<file path="config.mk">
export PLATFORM = sky130hd
export DESIGN_NAME = muldiv_unit
export DESIGN_NICKNAME = d
export VERILOG_FILES = /design/src/rtl/mdu_pkg.sv /design/src/rtl/mdu_divstep.sv /design/src/rtl/muldiv_unit.sv
export SDC_FILE = /design/constraint.sdc
export NUM_CORES = 1
export LEC_CHECK = 0
export BUFFER_PORTS_ARGS = -buffer_cell sky130_fd_sc_hd__buf_2
export CAP_MARGIN = 10
export CORE_MARGIN = 2
export CORE_UTILIZATION = 35
export CTS_CLUSTER_SIZE = 28
export DETAILED_ROUTE_END_ITERATION = 8
export PLACE_DENSITY = 0.61
export SKIP_LAST_GASP = 1
export SYNTH_ARGS = -nofsm -noshare
export SYNTH_HDL_FRONTEND = slang
export SYNTH_HIERARCHICAL = 1
export SYNTH_SLANG_ARGS = --single-unit
</file>
<file path="constraint.sdc">
create_clock -name clk -period 8.9 [get_ports clk]
set_input_delay 0.89 -clock clk [delete_from_list [all_inputs] [get_ports clk]]
set_output_delay 0.89 -clock clk [all_outputs]
set_load 0.05 [all_outputs]
</file>
<file path="src/rtl/mdu_pkg.sv">
// mdu_pkg: shared definitions for the multiply/divide unit.
//   - op encodings driven by decode into muldiv_unit.op
//   - FSM state encoding
//   - helper to classify an op as an iterative mul/div
package mdu_pkg;

  typedef enum logic [2:0] {
    MDU_MULT  = 3'd0,
    MDU_MULTU = 3'd1,
    MDU_DIV   = 3'd2,
    MDU_DIVU  = 3'd3,
    MDU_MTHI  = 3'd4,
    MDU_MTLO  = 3'd5
  } mdu_op_e;

  typedef enum logic [1:0] {
    S_IDLE = 2'd0,
    S_BUSY = 2'd1,
    S_FIN  = 2'd2
  } mdu_state_e;

  // MULT/MULTU/DIV/DIVU occupy the low half of the encoding space.
  function automatic logic mdu_is_md(logic [2:0] op);
    return op <= 3'd3;
  endfunction

endpackage

</file>
<file path="src/rtl/mdu_divstep.sv">
// mdu_divstep: one combinational restoring-divide step.
//   rem_in  : partial remainder (always < divisor)
//   in_bit  : next dividend bit shifted into the remainder
//   divisor : divisor magnitude
//   rem_out : next partial remainder
//   q_bit   : quotient bit produced by this step
module mdu_divstep #(
  parameter int WIDTH = 32
) (
  input  logic [WIDTH-1:0] rem_in,
  input  logic             in_bit,
  input  logic [WIDTH-1:0] divisor,
  output logic [WIDTH-1:0] rem_out,
  output logic             q_bit
);

  logic [WIDTH:0] shifted;
  logic [WIDTH:0] diff;

  always_comb begin
    shifted = {rem_in, in_bit};
    diff    = shifted - {1'b0, divisor};
    // rem_in < divisor keeps shifted - divisor below 2^WIDTH when it does
    // not borrow, so the top bit of diff is exactly the borrow.
    q_bit   = ~diff[WIDTH];
    rem_out = q_bit ? diff[WIDTH-1:0] : shifted[WIDTH-1:0];
  end

endmodule

</file>
<file path="src/rtl/muldiv_unit.sv">
// muldiv_unit: iterative signed/unsigned multiply/divide with HI/LO
// registers for the execute stage.
//   clk, rst   : clock, synchronous active-high reset
//   flush      : abort any in-flight op, highest priority
//   valid, op  : md op present in execute and its mdu_pkg encoding
//   srca, srcb : rs / rt operands
//   hi, lo     : architectural HI/LO registers
//   stall      : hold F/D/E while an op is accepted or iterating
//   busy       : registered, high while iterating
module muldiv_unit
  import mdu_pkg::*;
#(
  parameter int WIDTH = 32,
  parameter int CNT_W = $clog2(WIDTH) + 1
) (
  input  logic             clk,
  input  logic             rst,
  input  logic             flush,
  input  logic             valid,
  input  logic [2:0]       op,
  input  logic [WIDTH-1:0] srca,
  input  logic [WIDTH-1:0] srcb,
  output logic [WIDTH-1:0] hi,
  output logic [WIDTH-1:0] lo,
  output logic             stall,
  output logic             busy
);

  mdu_state_e           state_q, state_d;
  logic [CNT_W-1:0]     cnt_q, cnt_d;
  logic [2*WIDTH-1:0]   acc_q, acc_d;   // {remainder|product hi, dividend/quotient|multiplier}
  logic [WIDTH-1:0]     opnd_q, opnd_d; // multiplicand or divisor magnitude
  logic                 is_div_q, is_div_d;
  logic                 neg_q, neg_d;   // product / quotient sign
  logic                 rneg_q, rneg_d; // remainder sign
  logic [WIDTH-1:0]     hi_q, hi_d, lo_q, lo_d;
  logic                 busy_q, busy_d;

  logic                 is_md, is_divop, signed_op, divzero;
  logic [WIDTH-1:0]     abs_a, abs_b;
  logic [WIDTH:0]       mul_sum;
  logic [2*WIDTH-1:0]   mul_next, div_next, step_next, prod_fix;
  logic [WIDTH-1:0]     div_rem;
  logic                 div_q;
  logic [WIDTH-1:0]     quot_fix, rem_fix;

  mdu_divstep #(.WIDTH(WIDTH)) u_divstep (
    .rem_in  (acc_q[2*WIDTH-1:WIDTH]),
    .in_bit  (acc_q[WIDTH-1]),
    .divisor (opnd_q),
    .rem_out (div_rem),
    .q_bit   (div_q)
  );

  always_comb begin
    is_md     = mdu_is_md(op);
    is_divop  = (op == MDU_DIV) || (op == MDU_DIVU);
    signed_op = (op == MDU_MULT) || (op == MDU_DIV);
    divzero   = is_divop && (srcb == '0);
    abs_a     = (signed_op && srca[WIDTH-1]) ? -srca : srca;
    abs_b     = (signed_op && srcb[WIDTH-1]) ? -srcb : srcb;

    // Multiply: add multiplicand when the multiplier LSB is set, shift right.
    mul_sum   = {1'b0, acc_q[2*WIDTH-1:WIDTH]} + (acc_q[0] ? {1'b0, opnd_q} : '0);
    mul_next  = {mul_sum, acc_q[WIDTH-1:1]};
    // Divide: dividend bits leave the top of the low half as quotient bits enter.
    div_next  = {div_rem, acc_q[WIDTH-2:0], div_q};
    step_next = is_div_q ? div_next : mul_next;

    prod_fix  = neg_q  ? -step_next : step_next;
    quot_fix  = neg_q  ? -step_next[WIDTH-1:0] : step_next[WIDTH-1:0];
    rem_fix   = rneg_q ? -step_next[2*WIDTH-1:WIDTH] : step_next[2*WIDTH-1:WIDTH];
  end

  always_comb begin
    state_d  = state_q;
    cnt_d    = cnt_q;
    acc_d    = acc_q;
    opnd_d   = opnd_q;
    is_div_d = is_div_q;
    neg_d    = neg_q;
    rneg_d   = rneg_q;
    hi_d     = hi_q;
    lo_d     = lo_q;
    if (flush) begin
      state_d = S_IDLE;
    end else begin
      unique case (state_q)
        S_IDLE: begin
          if (valid && is_md) begin
            if (divzero) begin
              hi_d    = srca;
              lo_d    = '1;
              state_d = S_FIN;
            end else begin
              acc_d    = {{WIDTH{1'b0}}, is_divop ? abs_a : abs_b};
              opnd_d   = is_divop ? abs_b : abs_a;
              is_div_d = is_divop;
              neg_d    = signed_op && (srca[WIDTH-1] ^ srcb[WIDTH-1]);
              rneg_d   = signed_op && is_divop && srca[WIDTH-1];
              cnt_d    = CNT_W'(WIDTH);
              state_d  = S_BUSY;
            end
          end else if (valid && op == MDU_MTHI) begin
            hi_d = srca;
          end else if (valid && op == MDU_MTLO) begin
            lo_d = srca;
          end
        end
        S_BUSY: begin
          acc_d = step_next;
          cnt_d = cnt_q - CNT_W'(1);
          if (cnt_q == CNT_W'(1)) begin
            if (is_div_q) begin
              hi_d = rem_fix;
              lo_d = quot_fix;
            end else begin
              {hi_d, lo_d} = prod_fix;
            end
            state_d = S_FIN;
          end
        end
        // The accepted instruction is still in execute here; do not re-accept it.
        S_FIN:   state_d = S_IDLE;
        default: state_d = S_IDLE;
      endcase
    end
    busy_d = (state_d == S_BUSY);
  end

  always_ff @(posedge clk) begin
    if (rst) begin
      state_q  <= S_IDLE;
      cnt_q    <= '0;
      acc_q    <= '0;
      opnd_q   <= '0;
      is_div_q <= 1'b0;
      neg_q    <= 1'b0;
      rneg_q   <= 1'b0;
      hi_q     <= '0;
      lo_q     <= '0;
      busy_q   <= 1'b0;
    end else begin
      state_q  <= state_d;
      cnt_q    <= cnt_d;
      acc_q    <= acc_d;
      opnd_q   <= opnd_d;
      is_div_q <= is_div_d;
      neg_q    <= neg_d;
      rneg_q   <= rneg_d;
      hi_q     <= hi_d;
      lo_q     <= lo_d;
      busy_q   <= busy_d;
    end
  end

  // A divide-by-zero still stalls its accept cycle so the instruction is
  // held in execute through FIN, where it is ignored, and retires once.
  assign stall = !flush && (((state_q == S_IDLE) && valid && is_md) || (state_q == S_BUSY));
  assign hi    = hi_q;
  assign lo    = lo_q;
  assign busy  = busy_q;

endmodule

</file>
==> results of run 1 <==
metal layers:
| metal | part of all wire | track usage | up-vias |
|---|---|---|---|
| met5 | 0.00018 | 0 | - |
| met4 | 0.036 | 0.09705 | 2 |
| met2 | 0.45 | 0.4389 | 880 |
| met3 | 0.079 | 0.03939 | 151 |
| met1 | 0.43 | 0.3685 | 8530 |
| li1 | - | - | 8253 |
registers in the layout, indices dropped and copies added (netlist names):
| signal | flops |
|---|---|
| lo | 32 |
| opnd_q | 32 |
| neg_q | 1 |
| acc_q | 64 |
| busy | 1 |
| hi | 32 |
| cnt_q | 6 |
| state_q | 2 |
| is_div_q | 1 |
| rneg_q | 1 |
cell usage in the layout (no fill, tap or decap), types with 21 or more instances in the layout:
cell / Yosys / final
a21oi_1: 241 / 241
dfxtp_1: 172 / 171
o221ai_1: 24 / 24
nor3_1: 58 / 58
xor2_1: 70 / 70
nand2_1: 322 / 322
nor4_1: 21 / 21
o21ai_0: 109 / 109
buf_2: 13 / 135
a31oi_1: 34 / 34
a211oi_1: 35 / 35
a21o_1: 30 / 30
xnor2_1: 85 / 85
buf_4: 4 / 24
o211ai_1: 41 / 41
a22oi_1: 22 / 22
mux2i_1: 36 / 36
ha_1: 70 / 70
nand3_1: 69 / 68
nor3b_1: 22 / 22
nor2_1: 219 / 218
inv_1: 57 / 57
and2_1: 42 / 42
o31ai_1: 21 / 21
Yosys cell counts, drive strengths merged, types with 8 or more instances:
library cell    n
nand2b         12
a21boi          9
a211oi         36
nand2         323
nand4          19
o221ai         24
dfxtp         172
o22ai           8
a22oi          22
mux2           37
xnor2          85
mux2i          37
inv            58
o21a           19
o21ai         117
nand3          69
a21o           31
nor2          222
o2111ai         8
o211ai         41
clkbuf        111
ha             70
o31ai          21
nor4           22
xor2           70
and2           45
a311oi         17
a21oi         244
or3            16
buf            33
and3           16
nor3b          22
nor2b          10
a31oi          34
and4           14
nor3           58
path summary, 6_finish.rpt:
path,start,endpoint,slack [ps],cells past startpoint
max,acc_q[31],hi[21],2130,23
min,lo[22],lo[22],450,2
max reg2reg,acc_q[31],hi[21],2130,23
min reg2reg,lo[22],lo[22],450,2
tightest hold or removal path, stage by stage, from the launching register on:
cell,delay [ps]
dfxtp_1,310
nand2_1,50
a21oi_1,50
kinds of logic after synthesis:
| logic type | share of synthesized area |
|---|---|
| compound gates | 0.2771 |
| xor+xnor | 0.08430 |
| fa+ha+maj | 0.05687 |
| buf+inv | 0.05524 |
| flops | 0.2138 |
| mux | 0.05407 |
| simple gates | 0.2586 |
per-stage QoR:
step                      instances  setup WS, ps
after floorplan                2255          3593
after global placement         2868          2543
after detailed placement       2868          2376
after CTS                      2900          2301
after global routing           2900          1512
final                          2900          2134
area by class of cell:
| type | instances | area, sq um |
|---|---|---|
| fill | 4788 | 27710 |
| tap | 600 | 750.7 |
| multi-input combinational | 1879 | 11820 |
| clock inverter | 13 | 132.6 |
| timing repair buffer | 159 | 855.8 |
| clock buffer | 19 | 442.9 |
| inverter | 58 | 225.2 |
| sequential | 172 | 3447 |
power breakdown:
part | switching (mW) | total, mW | internal (mW)
Sequential | 0.0334 | 0.833 | 0.800
Combinational | 0.428 | 0.648 | 0.220
Clock | 0.373 | 0.773 | 0.400
Total | 0.835 | 2.25 | 1.42
==> results.md, run 1 <==
- Max-slew violation count: 0
- CP top delay family: compound AO/OA/AOI/OAI gates
- Async SR Flop Fraction: 0
- Crit share post-route: 0.7602
- Synth Register Bits: 172
- Largest fanout on the critical path: 25
- Peak VDD IR: 0.0001402 V
- Arr. time, crit path: 7110 ps
- GRT Overall Usage: 0.2723
- Clock skew: 18.50 ps
- Vias: 17820
- Core Region: 45380 sq um
- Routed length per placed instance: 22.92 um
- Synth top area cells: dfxtp_1, nand2_1, a21oi_1
- Initial Utilization: 0.3549
- WL final: 66480 um
- Syn_nets: 2398
- Status: finished, final reports clean
- Full die area: 47740 sq um
- GRT overflow: 0
- Worst hold path class: register to register
- Post-CTS Repair Setup Buffers: 0
- RSZ-0062 raised after global routing: false
- CTS Sinks: 172
- Setup TNS: 0 ps
- Critical Path Source Type: register
- Post_cts resized: 0
- First-pass GRT wire length: 100300 um
- Worst-path clk slew: 80 ps
- Clk Latency, worst-skew pair: 470 ps
- CTS tree: built
- Netlist cell types: 101
- Die height: 218.5 um
- Placed instance area: 17100 sq um
- DRT Pass-1 Iters: 6
- Post-Synthesis Cells: 2255
- CTS root buffer: clkbuf_16
- Final instance area: 17670 sq um
- Area of the mapped netlist: 16100 sq um
- Vias in the first global route: 16470
- Synth Flop Type: dfxtp_1
- Critical path class: register to register
- Finish-stage setup viols: 0
- Final Hold Vio Count: 0
- DP Wirelength: 50480 um
- Die Wd: 218.5 um
- CP max stage delay: 780 ps
- Initial antenna violation count: 1
- IO buf count: 136
- Row cnt: 78
- Via/cell ratio: 6.143
- Syn_area_per_cell: 7.142 sq um
- Maximum clock path buffer count: 2
- Initial DRC count: 1846
- Layout cell share with drive strength beyond 1: 0.1157
- Min cycle time layout: 6766 ps
- Synth area leader: dfxtp_1
- Setup crit end kind: register
- Pin count of the biggest net entering global routing: 87
- DRC: 0
- Number of synthesized flops with an enable pin: 0
- CP max-delay cell: nor4_1
- Sequential share of the synthesized area: 0.2138
- Max cap viols: 0
- Yosys top cell area share: 0.2138
- Measured slew at the worst slew-check pin: 1180 ps
- Final Core Density: 0.3894
- Hold Slack: 452.3 ps
- Area delta synth->final: 9.727%
- Synth warn: 6
- PD cells: 127.6 nW/um^2
- Io pins: 137
- CP Cell Sequence: inv_1, ha_1, fa_1, and2b_1, o2111ai_2, a21oi_2, o2111ai_1, a211oi_2, nor2_4, mux2i_4, and2_4, inv_8, nor3b_1, o221ai_1, nor4_1, a41oi_1, nor2_1, nand2_1, o31ai_1, a21o_1, a31oi_1, xnor2_1, a2111oi_0
- Total power: 2.255 mW
- Antenna diodes: 0
- Nets@finish: 2430
- Detail Route Antenna Nets: 0
- WP data required: 9240 ps
- Routability-driven placement congestion ratio: 0.9701
- Max frequency: 147.8 MHz
- Slew margin rel.: 0.2132
- TritonCTS Buffers: 17
- Leak: 6.844 nW
- CP bufs+invs: 2
- Hold_buf cts: 0
- H-tree depth: 4
No activity file was read; power rests on OpenSTA's default activity.
==> run 2: changes to the inputs <==
Settings changed: PLACE_DENSITY 0.61 to 0.63.
Clock period 8.9 ns to 6.05 ns, I/O delays scaled along.
==> results.md, run 2 (same netlist as run 1, synthesis figures left out) <==
- Min cycle time layout: 5864 ps
- RSZ-0062 raised after global routing: false
- Slew margin rel.: 0.1393
- GRT Overall Usage: 0.2783
- CP max stage delay: 980 ps
- Commonest non-fill, non-tap cells in the layout: nand2_1, a21oi_1, nor2_1, dfxtp_1, buf_2
- Vias in the first global route: 16730
- IO buf count: 136
- Die Wd: 218.5 um
- Clk Latency, worst-skew pair: 470 ps
- Worst hold path class: input port to register
- PD cells: 190.8 nW/um^2
- WHS Endpoint: state_q[0]
- Full die area: 47740 sq um
- Largest fanout on the critical path: 13
- DRT Pass-1 Iters: 6
- Final cell count without fillers: 2937
- CP Cell Sequence: inv_1, ha_1, fa_1, and2b_1, o2111ai_2, a21oi_2, o2111ai_1, a211oi_2, nor2_4, mux2i_4, and2_4, inv_8, buf_4, mux2_4, o22ai_1, a311oi_1, nor4b_1, and4b_1, buf_4, o31ai_1, o22ai_2
- Routability-driven placement congestion ratio: 1.003
- RR Endpoint: hi[29]
- R2R setup slack: 190 ps
- Area delta synth->final: 11.76%
- Critical path class: register to register
- CTS tree: built
- H-tree depth: 4
- CTS root buffer: clkbuf_16
- Crit-path most repeated cell: buf_4
- Via/cell ratio: 6.109
- WL final: 67840 um
- Core Region: 45380 sq um
- Detail Route Antenna Nets: 0
- Initial DRC count: 2058
- Max frequency: 170.5 MHz
- Die height: 218.5 um
- Setup TNS: 0 ps
- CTS Sinks: 172
- CP bufs+invs: 4
- Fillers: 4823
- Peak VDD IR: 0.0002146 V
- Layout cell share with drive strength beyond 1: 0.1306
- GRT overflow: 0
- Crit share post-route: 0.9692
- Row cnt: 78
- Critical Path Source Type: register
- Hold path depth: 2
- Worst-path clk slew: 70 ps
- R2r startpoint: acc_q[31]
- DP Wirelength: 52200 um
- Leak: 7.029 nW
- Nets@finish: 2465
- Commonest non-fill, non-tap cell in the layout: nand2_1
- Top reg by flops: acc_q
- Maximum clock path buffer count: 2
- Max-slew violation count: 0
- WP data required: 6370 ps
- CP max-delay cell: a311oi_1
- CP top delay family: compound AO/OA/AOI/OAI gates
- Placed insts: 2903
- Max reg flops: 64
- Initial antenna violation count: 5
- Arr. time, crit path: 6180 ps
- Final Hold Vio Count: 0
- Initial Utilization: 0.3549
- Hold_buf cts: 0
- Io pins: 137
- Routed length per placed instance: 23.10 um
- First-pass GRT wire length: 101500 um
- Status: finished, final reports clean
- Hold wc startpoint: flush
- Clock skew: 15.70 ps
- Measured slew at the worst slew-check pin: 1282 ps
- R2R cell count: 21
- TritonCTS Buffers: 17
- Vias: 17940
- Number of cells on the critical path: 21
- Setup crit end kind: register
- Max cap viols: 0
- Finish-stage setup viols: 0
- Pin count of the biggest net entering global routing: 82
- DRC: 0
-- run 2: changes by cell type in the layout (fill, tap and decap cells not counted), moves of 2 or more --
cell,before,now
buf_4,24,59
bufinv_16,1,3
clkinv_4,3,0
diode_2,0,2
-- run 2: metal layers --
| layer | vias to the layer above | GRT usage | wire, um |
|---|---|---|---|
| met5 | - | 0 | 21 |
| met4 | 4 | 0.09977 | 2302 |
| met3 | 150 | 0.04635 | 6201 |
| met2 | 876 | 0.4499 | 30810 |
| met1 | 8597 | 0.3715 | 28500 |
| li1 | 8314 | - | - |
-- run 2: how the worst max path moves through the flow --
stage                   start  endpoint
detailed placement  acc_q[31]    lo[30]
floorplan           acc_q[31]    hi[21]
global route        acc_q[31]    hi[21]
global placement    acc_q[31]    lo[30]
finish              acc_q[31]    hi[29]
CTS                 acc_q[31]    lo[30]
-- run 2: cell type report --
| type | instances | area, sq um | share of cell area |
|---|---|---|---|
| Multi-Input combinational cell | 1879 | 11840 | 0.6578 |
| Sequential cell | 172 | 3447 | 0.1915 |
| Timing Repair Buffer | 194 | 1119 | 0.06215 |
| Tap cell | 600 | 750.7 | 0.04171 |
| Clock buffer | 18 | 429.2 | 0.02384 |
| Inverter | 58 | 225.2 | 0.01251 |
| Clock inverter | 14 | 182.7 | 0.01015 |
| Antenna cell | 2 | 5.005 | 0.0002781 |
-- run 2: repair_timing --
| item | CTS | global route |
|---|---|---|
| endpoints found under the setup margin | 0 | 17 |
| resized for setup | 0 | 5 |
| buffers inserted | 0 | 0 |
-- run 2: report_power, final --
part | switching, mW | internal [mW] | leakage (nW)
Combinational | 0.637 | 0.344 | 5.34
Sequential | 0.0547 | 1.18 | 1.40
Clock | 0.563 | 0.660 | 0.289
-- run 2: through the flow --
step                      instance area [sq um]  power (mW)  utilization  setup slack, ps  hold WS [ps]
after floorplan                           16100       1.912            -            743.2         440.3
after global placement                    17350       2.204       0.3824            160.5         439.0
after detailed placement                  17350       2.205       0.3824            69.96         441.9
after CTS                                 17970       3.411       0.3959            48.19         362.0
after global routing                      18000       3.554       0.3966            14.11         379.2
final                                     18000       3.435       0.3966            186.3         369.4
==> run 3: changes to the inputs <==
Settings changed: PLACE_DENSITY 0.63 to unset, SYNTH_HIERARCHICAL 1 to unset.
==> results.md, run 3 <==
- Slew margin rel.: 0.2802
- Critical path class: register to register
- Top cells by count, synth: nand2_1, a21oi_1, nor2_1
- Fillers: 4928
- Sequential share of the synthesized area: 0.2131
- Row cnt: 78
- CP max stage delay: 930 ps
- Placed insts: 2973
- Pin count of the biggest net entering global routing: 141
- Main combinational cell family by area after synthesis: compound AO/OA/AOI/OAI gates
- Critical Path Source Type: register
- M1 GR Usage: 0.3789
- Maximum clock path buffer count: 2
- Final cell count without fillers: 3005
- Finish-stage setup viols: 0
- Synth top area cells: dfxtp_1, nand2_1, a21oi_1
- CTS Sinks: 172
- Post-Synthesis Cells: 2325
- Via/cell ratio: 6.053
- Setup TNS: 0 ps
- Io pins: 137
- DP Wirelength: 53180 um
- Setup crit end kind: register
- Synth warn: 0
- CP Cell Sequence: and2_1, ha_1, fa_1, a211oi_1, o21ai_0, a21oi_1, nand2_1, xor2_1, nor2_1, a31oi_1, a211oi_1, nand2_1, o31a_1, or3_1, a31oi_1, nor3_1
- Final Core Density: 0.3988
- Synth Flop Type: dfxtp_1
- GRT overflow: 0
- Max reg flops: 64
- Post-Synth Simple-Gate Area: 0.2697
- Min cycle time layout: 5725 ps
- IO buf count: 136
- TritonCTS Buffers: 17
- Commonest non-fill, non-tap cells in the layout: nand2_1, a21oi_1, nor2_1, dfxtp_1, buf_2
- Core Region: 45480 sq um
- Busiest grt layer: met2
- Clock skew: 9.291 ps
- Detail Route Antenna Nets: 0
- Crit share post-route: 0.9462
- CP bufs+invs: 0
- H-tree depth: 4
- Hold Slack: 444.7 ps
- Vias: 18190
- Synth area leader: dfxtp_1
- Register area: 3447 sq um
- Max frequency: 174.7 MHz
- Initial antenna violation count: 0
- Clk Latency, worst-skew pair: 460 ps
- Area of the mapped netlist: 16160 sq um
- Area of the multi-input gates: 11830 sq um
- Met2 Use GR: 0.4692
- Mux share of post-synthesis cell area: 0.02571
- WL final: 69250 um
- Syn_nets: 2468
- Measured slew at the worst slew-check pin: 1073 ps
- Worst-path clk slew: 80 ps
- Leak: 7.168 nW
- DRT Pass-1 Iters: 8
- Commonest non-fill, non-tap cell in the layout: nand2_1
- RSZ-0062 raised after global routing: false
- Area delta synth->final: 12.26%
- Routed length per placed instance: 23.05 um
- Die height: 218.9 um
- Layout cell share with drive strength beyond 1: 0.1243
- Adder-cell share of the synthesized area: 0.05668
- Top reg by flops: acc_q
- Full die area: 47900 sq um
- Yosys top cell area share: 0.2131
- Compound-Gate Fraction of Synth Area: 0.2939
- Top-count cell post-synth: nand2_1
- Pre-CTS setup slack: 305.9 ps
- CTS tree: built
- Hold_buf cts: 0
- Arr. time, crit path: 6050 ps
- WP data required: 6380 ps
- Die Wd: 218.9 um
- DRC: 0
- First-pass GRT wire length: 104600 um
- Max-slew violation count: 0
- Async SR Flop Fraction: 0
- Initial Utilization: 0.3553
- Vias in the first global route: 17160
- Largest fanout on the critical path: 18
- Netlist cell types: 94
- Final Hold Vio Count: 0
- Status: finished, final reports clean
- Final setup margin: 325.2 ps
- CP max-delay cell: a211oi_1
- Peak VDD IR: 0.0002092 V
- Met3 usage: 0.04186
- Antenna diodes: 0
- Max cap viols: 0
- Nets@finish: 2535
- PD cells: 190.5 nW/um^2
- Initial DRC count: 1731
- CTS root buffer: clkbuf_16
- CP top delay family: compound AO/OA/AOI/OAI gates
- GRT Overall Usage: 0.2855
- Routability-driven placement congestion ratio: 0.9899
- Synth Register Bits: 172
- Synth Area in XOR/XNOR: 0.08239
- Number of synthesized flops with an enable pin: 0
- Worst hold path class: input port to register
- Syn_area_per_cell: 6.950 sq um
## run 3: cell families (layout without fill, tap and decap cells)
family                     after synthesis  count (layout)
adders and majority gates               72              72
and+or+nand+nor                        940             940
AOI/OAI and AO/OA                      714             714
DFF                                    172             172
xor gates and xnor gates               152             152
muxes                                   41              41
buffers and inverters                  234             314
## run 3: worst paths after layout
check,startpoint,end,slack (ps),depth (start not counted)
setup / recovery,acc_q[0],hi[17],330,16
hold / removal,srcb[0],opnd_q[0],440,3
setup reg to reg,acc_q[0],hi[17],330,16
hold reg to reg,lo[30],lo[30],460,2
## run 3: worst min-delay path: cells and delay by family
kind / cells / cell delay [ps]
and+or+nand+nor: 1 / 60
AOI/OAI and AO/OA: 1 / 70
buffers and inverters: 1 / 130
## run 3: timing repair
action                     4_1_cts  5_1_grt
buffers inserted                 0        0
resized for setup                0        4
hold endpoints to repair         0        0
setup endpoints to repair        0        8
## run 3: metrics by stage
step	total power [mW]	instance area (sq um)
global placement	2.281	17540
global route	3.592	18140
floorplan	1.939	16160
CTS	3.450	18120
finish	3.455	18140
detailed placement	2.284	17540
## run 3: report_power, final
| group | switching [mW] | internal [mW] | total, mW |
|---|---|---|---|
| Combinational | 0.720 | 0.335 | 1.06 |
| Sequential | 0.0470 | 1.18 | 1.23 |
| Clock | 0.575 | 0.597 | 1.17 |
| Total | 1.34 | 2.11 | 3.46 |
## run 3: area by class of cell
type | instances | area share
clock buffers | 18 | 0.02421
clock inverters | 14 | 0.008071
inverters | 74 | 0.01531
multi-input cells | 1919 | 0.6521
flip-flops and latches | 172 | 0.1900
well taps | 600 | 0.04139
repair buffers | 208 | 0.06884
## run 3: per-layer routing
metal  vias up  routed length [um]
met3       109                5523
met2       826               32300
met5         -                   0
li1       8521                   -
met1      8733               29390
met4         0                2033
